--- src/rtl/demux3_pkg.sv ---
// Shared constants and channel state type for the 1-to-3 word router.
package demux3_pkg;

  localparam int DATA_W = 16;
  localparam int NCH    = 3;

  localparam logic [1:0] SEL_ILLEGAL = 2'd3;

  typedef enum logic {
    CH_EMPTY = 1'b0,
    CH_FULL  = 1'b1
  } chan_state_t;

  function automatic logic sel_hits(input logic [1:0] sel, input int k);
    return sel == 2'(k);
  endfunction

endpackage

--- src/rtl/demux_chan_reg.sv ---
// One output channel: single-entry holding register with EMPTY/FULL FSM and an
// optional delivered-word counter (built only when DEMUX3_STATS_EN is defined).
module demux_chan_reg
  import demux3_pkg::*;
#(
  parameter int WIDTH = DATA_W
) (
  input  logic             clock,
  input  logic             reset_n,
  input  logic             load,
  input  logic [WIDTH-1:0] load_data,
  input  logic             ready,
  output logic             valid,
  output logic [WIDTH-1:0] data,
  output logic [WIDTH-1:0] count,
  output chan_state_t      state
);

  chan_state_t      state_q;
  chan_state_t      state_d;
  logic [WIDTH-1:0] data_q;

  always_ff @(posedge clock or negedge reset_n) begin
    if (!reset_n) begin
      state_q <= CH_EMPTY;
    end else begin
      state_q <= state_d;
    end
  end

  // A load while FULL only happens when the consumer is draining, so
  // FULL stays FULL with the new word and no bubble is inserted.
  always_comb begin
    state_d = state_q;
    case (state_q)
      CH_EMPTY: if (load) state_d = CH_FULL;
      CH_FULL:  if (ready && !load) state_d = CH_EMPTY;
      default:  state_d = CH_EMPTY;
    endcase
  end

  always_ff @(posedge clock or negedge reset_n) begin
    if (!reset_n) begin
      data_q <= '0;
    end else if (load) begin
      data_q <= load_data;
    end
  end

  assign valid = (state_q == CH_FULL);
  assign data  = data_q;
  assign state = state_q;

`ifdef DEMUX3_STATS_EN
  logic [WIDTH-1:0] count_q;

  always_ff @(posedge clock or negedge reset_n) begin
    if (!reset_n) begin
      count_q <= '0;
    end else if (valid && ready) begin
      count_q <= count_q + 1'b1;
    end
  end

  assign count = count_q;
`else
  assign count = '0;
`endif

endmodule

--- src/rtl/demux3_16b_router.sv ---
// Registered 1-to-3 valid/ready router; in_sel==3 words are dropped and flagged.
// Optional per-channel delivery counters are enabled with DEMUX3_STATS_EN.
module demux3_16b_router
  import demux3_pkg::*;
#(
  parameter int WIDTH = DATA_W
) (
  input  logic                 clock,
  input  logic                 reset_n,
  input  logic [WIDTH-1:0]     in_data,
  input  logic [1:0]           in_sel,
  input  logic                 in_valid,
  output logic                 in_ready,
  output logic [NCH*WIDTH-1:0] out_data,
  output logic [NCH-1:0]       out_valid,
  input  logic [NCH-1:0]       out_ready,
  output logic                 err_illegal,
  input  logic                 err_clr,
  output logic [NCH*WIDTH-1:0] stat_count
);

  // Handshake: a transfer happens on a rising edge where valid and ready are
  // both high; valid never waits on ready, and a held word stays stable
  // until it transfers.

  chan_state_t     chan_state [NCH];
  logic [NCH-1:0]  load;
  logic            accept;

  // Only the addressed channel can stall the input; illegal words always go.
  always_comb begin
    in_ready = 1'b1;
    for (int k = 0; k < NCH; k++) begin
      if (sel_hits(in_sel, k)) begin
        in_ready = (chan_state[k] != CH_FULL) || out_ready[k];
      end
    end
  end

  assign accept = in_valid && in_ready;

  always_comb begin
    load = '0;
    for (int k = 0; k < NCH; k++) begin
      load[k] = accept && sel_hits(in_sel, k);
    end
  end

  for (genvar k = 0; k < NCH; k++) begin : g_chan
    demux_chan_reg #(
      .WIDTH(WIDTH)
    ) u_chan (
      .clock     (clock),
      .reset_n   (reset_n),
      .load      (load[k]),
      .load_data (in_data),
      .ready     (out_ready[k]),
      .valid     (out_valid[k]),
      .data      (out_data[WIDTH*k +: WIDTH]),
      .count     (stat_count[WIDTH*k +: WIDTH]),
      .state     (chan_state[k])
    );
  end

  // A new illegal accept takes priority over a clear in the same cycle.
  always_ff @(posedge clock or negedge reset_n) begin
    if (!reset_n) begin
      err_illegal <= 1'b0;
    end else if (accept && (in_sel == SEL_ILLEGAL)) begin
      err_illegal <= 1'b1;
    end else if (err_clr) begin
      err_illegal <= 1'b0;
    end
  end

endmodule

--- config.mk ---
export PLATFORM = sky130hd
export DESIGN_NAME = demux3_16b_router
export DESIGN_NICKNAME = d
export VERILOG_FILES = /design/src/rtl/demux3_pkg.sv /design/src/rtl/demux_chan_reg.sv /design/src/rtl/demux3_16b_router.sv
export SDC_FILE = /design/constraint.sdc
export NUM_CORES = 1
export LEC_CHECK = 0
export ABC_CLOCK_PERIOD_IN_PS = 3050
export CORE_MARGIN = 5
export CORE_UTILIZATION = 42
export DETAILED_ROUTE_END_ITERATION = 10
export PLACE_DENSITY = 0.84
export SLEW_MARGIN = 40
export SYNTH_ARGS = -nofsm -noshare
export SYNTH_HDL_FRONTEND = slang
export SYNTH_SLANG_ARGS = --single-unit
--- constraint.sdc ---
create_clock -name clock -period 3.05 [get_ports clock]
set_clock_uncertainty 0.1 [all_clocks]
set_input_delay 0.61 -clock clock [delete_from_list [all_inputs] [get_ports clock]]
set_output_delay 0.61 -clock clock [all_outputs]
set_load 0.05 [all_outputs]
# [Word level (Yosys, flattened, before mapping)]
# Cells that the tools add are included.
[word_totals] reg_bits=52 in_bits=25 output_inout_bits=101 elab_cells=43
[classes] eq_ne=3 mux=14 bitwise_logic=3 n_reduce_logical=16
[ops] operator="two-way mux 1 bit" count=11
[ops] operator="logical AND 1 bit" count=8
[ops] operator="case mux 1 bit (2 select lines)" count=3
[ops] operator="equality test 2 bit (second input constant)" count=2
[ops] operator="logical NOT 1 bit" count=3
[ops] operator="logical OR 1 bit" count=3
[ops] operator="inverter 1 bit" count=3
[ops] operator="equality test 2 x 1 -> 1 bit (second input constant)" count=1
[ops] operator="logical NOT 2 bit" count=1
[ops] operator="nonzero test 2 bit" count=1

# [Logic depth before layout (Yosys ltp)]
# Gate-level depths: netlist (run 1).
[logic_depth] depth_word=11 mapped_depth=5 ltp_nobuf=3

# [Modules after synthesis]
# A second synthesis (run 1) with hierarchy kept.
[unflattened] hier_cells=181 hier_area_um2=2570.0
[modules_own_cells] module="demux_chan_reg" n_inst=3 cells_each=55 area_per_inst_um2=814.5 seq_area_each_um2=425.4
[modules_own_cells] module="demux3_16b_router" n_inst=1 cells_each=16 area_per_inst_um2=126.4 seq_area_each_um2=25.0

# [Worst setup path before layout (run 1)]
# OpenSTA, ideal clock, no wires.
[synth_timing] kind="input port to output port" startpoint="in in_sel[1]" endpoint="out in_ready" t_arrival_ps=1973 required_time_ps=2340 slack_ps=367 path_stages=3 n_path_buf=1 cell_sequence="buf_2 -> mux2i_1 -> o21ai_0"
[synth_between] elab_chain_cells=4 word_cells_on_any_way=6 cone_classes="eq/ne: 2; mux: 3; reduce/logical: 1"
[synth_rtl] element="start, declared" line_no="demux3_16b_router.sv:11" rtl="input logic [1:0] in_sel,"
[synth_rtl] element="logical NOT 2 bit" line_no="demux3_pkg.sv:15" rtl="return sel == 2'(k);"
[synth_rtl] element="two-way mux 1 bit (2 in a row)" line_no="demux3_16b_router.sv:34" rtl="if (sel_hits(in_sel, k)) begin"
[synth_rtl] element="two-way mux 1 bit (*)" line_no="demux3_16b_router.sv:34"
[synth_rtl] element="end, declared" line_no="demux3_16b_router.sv:13" rtl="output logic in_ready,"
# Every way passes the cells marked *; elsewhere a longest branch is shown, timed or not.

# [Worst setup path in the final report (run 1)]
# Ends and elaborated chain as after synthesis.

==> results of run 1 <==
layer usage:
layer,wire length [um],track usage [%],part of all wire [%],up-vias
li1,-,-,-,647
met1,1850,15.8,38,716
met2,2590,21.5,53,60
met3,399,4.26,8.2,2
met4,19,2.93,0.39,0
met5,0,0,0,-
layout make-up:
| cell class | count | share of cell area, % |
|---|---|---|
| clock buffer | 6 | 2.56 |
| clock inverter | 2 | 0.427 |
| inverter | 1 | 0.117 |
| multi-input combinational | 113 | 28.6 |
| sequential | 52 | 40.4 |
| tap | 75 | 2.91 |
| timing repair buffer | 81 | 25.0 |
through the flow:
step	hold WS, ns	total power [mW]	cells
3_3_place_gp	0.386	2.08	322
2_1_floorplan	0.214	1.77	222
6_report	0.183	2.49	330
4_1_cts	0.184	2.52	330
5_1_grt	0.197	2.59	330
3_5_place_dp	0.395	2.10	322
power breakdown:
part | switching, mW | internal (mW)
registers | 0.0747 | 0.827
logic | 0.774 | 0.401
clock network | 0.223 | 0.186
placed cells by master (no fill, tap or decap), types with 3 or more instances in the layout:
| cell type | n |
|---|---|
| buf_4 | 4 |
| clkbuf_8 | 6 |
| clkdlybuf4s50_1 | 75 |
| conb_1 | 48 |
| dfrtp_1 | 52 |
| mux2_2 | 28 |
| mux2_4 | 20 |
| nand2_1 | 3 |
| nand2b_1 | 3 |
| o21ai_0 | 4 |
worst register-to-register path: stages, from the launching register on:
cell and delay [ns]:
dfrtp_1 0.39, nand2b_1 0.11, nor3b_4 0.18, buf_4 0.32, mux2_2 0.38
flip-flops by register name, indices dropped and copies added (netlist names):
name	cells
err_illegal	1
g_chan.u_chan.data	48
g_chan.u_chan.state	3
worst paths after layout:
check / slack [ns] / end / cells past startpoint / start
hold reg to reg: 0.42 / g_chan[0].u_chan.data[4] / 1 / g_chan[0].u_chan.data[4]
setup / recovery: 0.45 / in_ready / 4 / in_sel[1]
setup reg to reg: 1.47 / g_chan[1].u_chan.data[5] / 4 / g_chan[1].u_chan.state
min in group clock: 0.42 / g_chan[0].u_chan.data[4] / 1 / g_chan[0].u_chan.data[4]
hold / removal: 0.18 / g_chan[0].u_chan.data[1] / 2 / reset_n
max in group asynchronous: 2.37 / g_chan[0].u_chan.data[8] / 2 / reset_n
logic make-up (layout without fill, tap and decap cells):
kind of cell / count (synthesis) / count (layout) / share of synthesized area, %
compound gates: 4 / 4 / 0.801
simple gates: 12 / 12 / 3.80
flops: 52 / 52 / 52.1
mux: 49 / 49 / 25.0
other cells: 1 / 48 / 0.150
buf+inv: 57 / 90 / 18.2
==> metrics, run 1 <==
status=complete, no violations; final wirelength=4.86 mm; Clock Path Buffers=2; top cells by area, synth=dfrtp_1, buf_4, mux2_2; clk slew on worst S/H paths=0.10 ns; Syn Area/Cell=14.3 um^2; cell area after synthesis=2500 um^2; CTS Buf Count=5; post-cts resize count=0; Die Span Y=87.2 um; MaxCap Viol Count=0; H-tree levels=2; CP top delay family=buffers and inverters; endpoint class of the critical path=output port; Placer Congestion=0.697; largest net degree at the start of global routing=29; CTS tree=yes; final hold vios=0; Crit path largest cell delay=0.66 ns; initial antenna violation count=0; # hold bufs at CTS=0; fillers=500; share of the synthesized area in the top cell type=52.1%; clock sinks=52; global-route wire length before repair=7.49 mm; clk_lat worst skew=0.29 ns; CP Cell Sequence=clkdlybuf4s50_1 -> mux2i_1 -> o21ai_0 -> buf_12; Tot GR Track Use=12.7%; Post-DRT Antenna Nets=0; CP max-delay cell=clkdlybuf4s50_1; Storage cell area=1300 um^2; crit path max fanout=8; Gate Count Post-Synth=175; drt first-iter violations=20; FF+latch count, synth=52; Worst-Margin Slew=0.529 ns; site row count=28; nets=279; pwr dens=772 nW/um^2; Netlist cell types=19; Critical Path AT=1.89 ns; utilization after layout=55.1%; register area share after synthesis=52.1%; Worst Path Buf+Inv=2; via count=1425; detailed-route DRC error count=0; number of port buffers=77; Tcrit/Tclk final=85.3%; placed instance area=3130 um^2; Async SR Flop Fraction=100%; area of the multi-input gates=921 um^2; Post-synth top cells=dfrtp_1, buf_4, mux2_2; pre-CTS setup slack=0.433 ns; Synth-to-Final Area Change=28.9%; CP required=2.34 ns; postcts setup bufs=0; slew margin rel.=64.6%; RSZ-0062 raised after global routing=false; Max VDD drop=0.370 mV; design area=3220 um^2; Yosys top cell by area=dfrtp_1; Setup TNS Final=0 ns; number of flops mapped to enable cells by yosys=0; antenna cell count=0; Tmin final=2.60 ns; CTS Root Cell=clkbuf_8; most instantiated library cell after synthesis=dfrtp_1; Leakage Power=1.47 nW; max-slew violations=0; Final WS setup=0.449 ns; CP Class=in -> out; routed vias/inst=4.32; share of cells above drive strength 1=25.9%; placeable core region=5850 um^2; crit path launch type=input pin; Detailed Routing Iterations Pass 1=4; # IOs=126; final setup fails=0; Warnings, synthesis=0; DR WL/cell=14.7 um; global route total overflow=0; f_max=0.385 GHz; HPWL Detailed=3.66 mm; class of the worst hold path=in -> async; starting density of the core=42.7%; Die X=87.2 um; DIE AREA=7600 um^2; vias in the first global route=1444; Synth Flop Type=dfrtp_1
(Power assumes the default switching activity.)
==> run 2, diff against run 1 <==
CTS_CLUSTER_SIZE = 24   (was not set)
==> results of run 2 <==
No change in the layout: final DEF, timing and power equal those of run 1.
==> run 3, diff against run 2 <==
CTS_CLUSTER_SIZE = not set   (was 24)
==> results of run 3 <==
No change in the layout: final DEF, timing and power equal those of run 1.
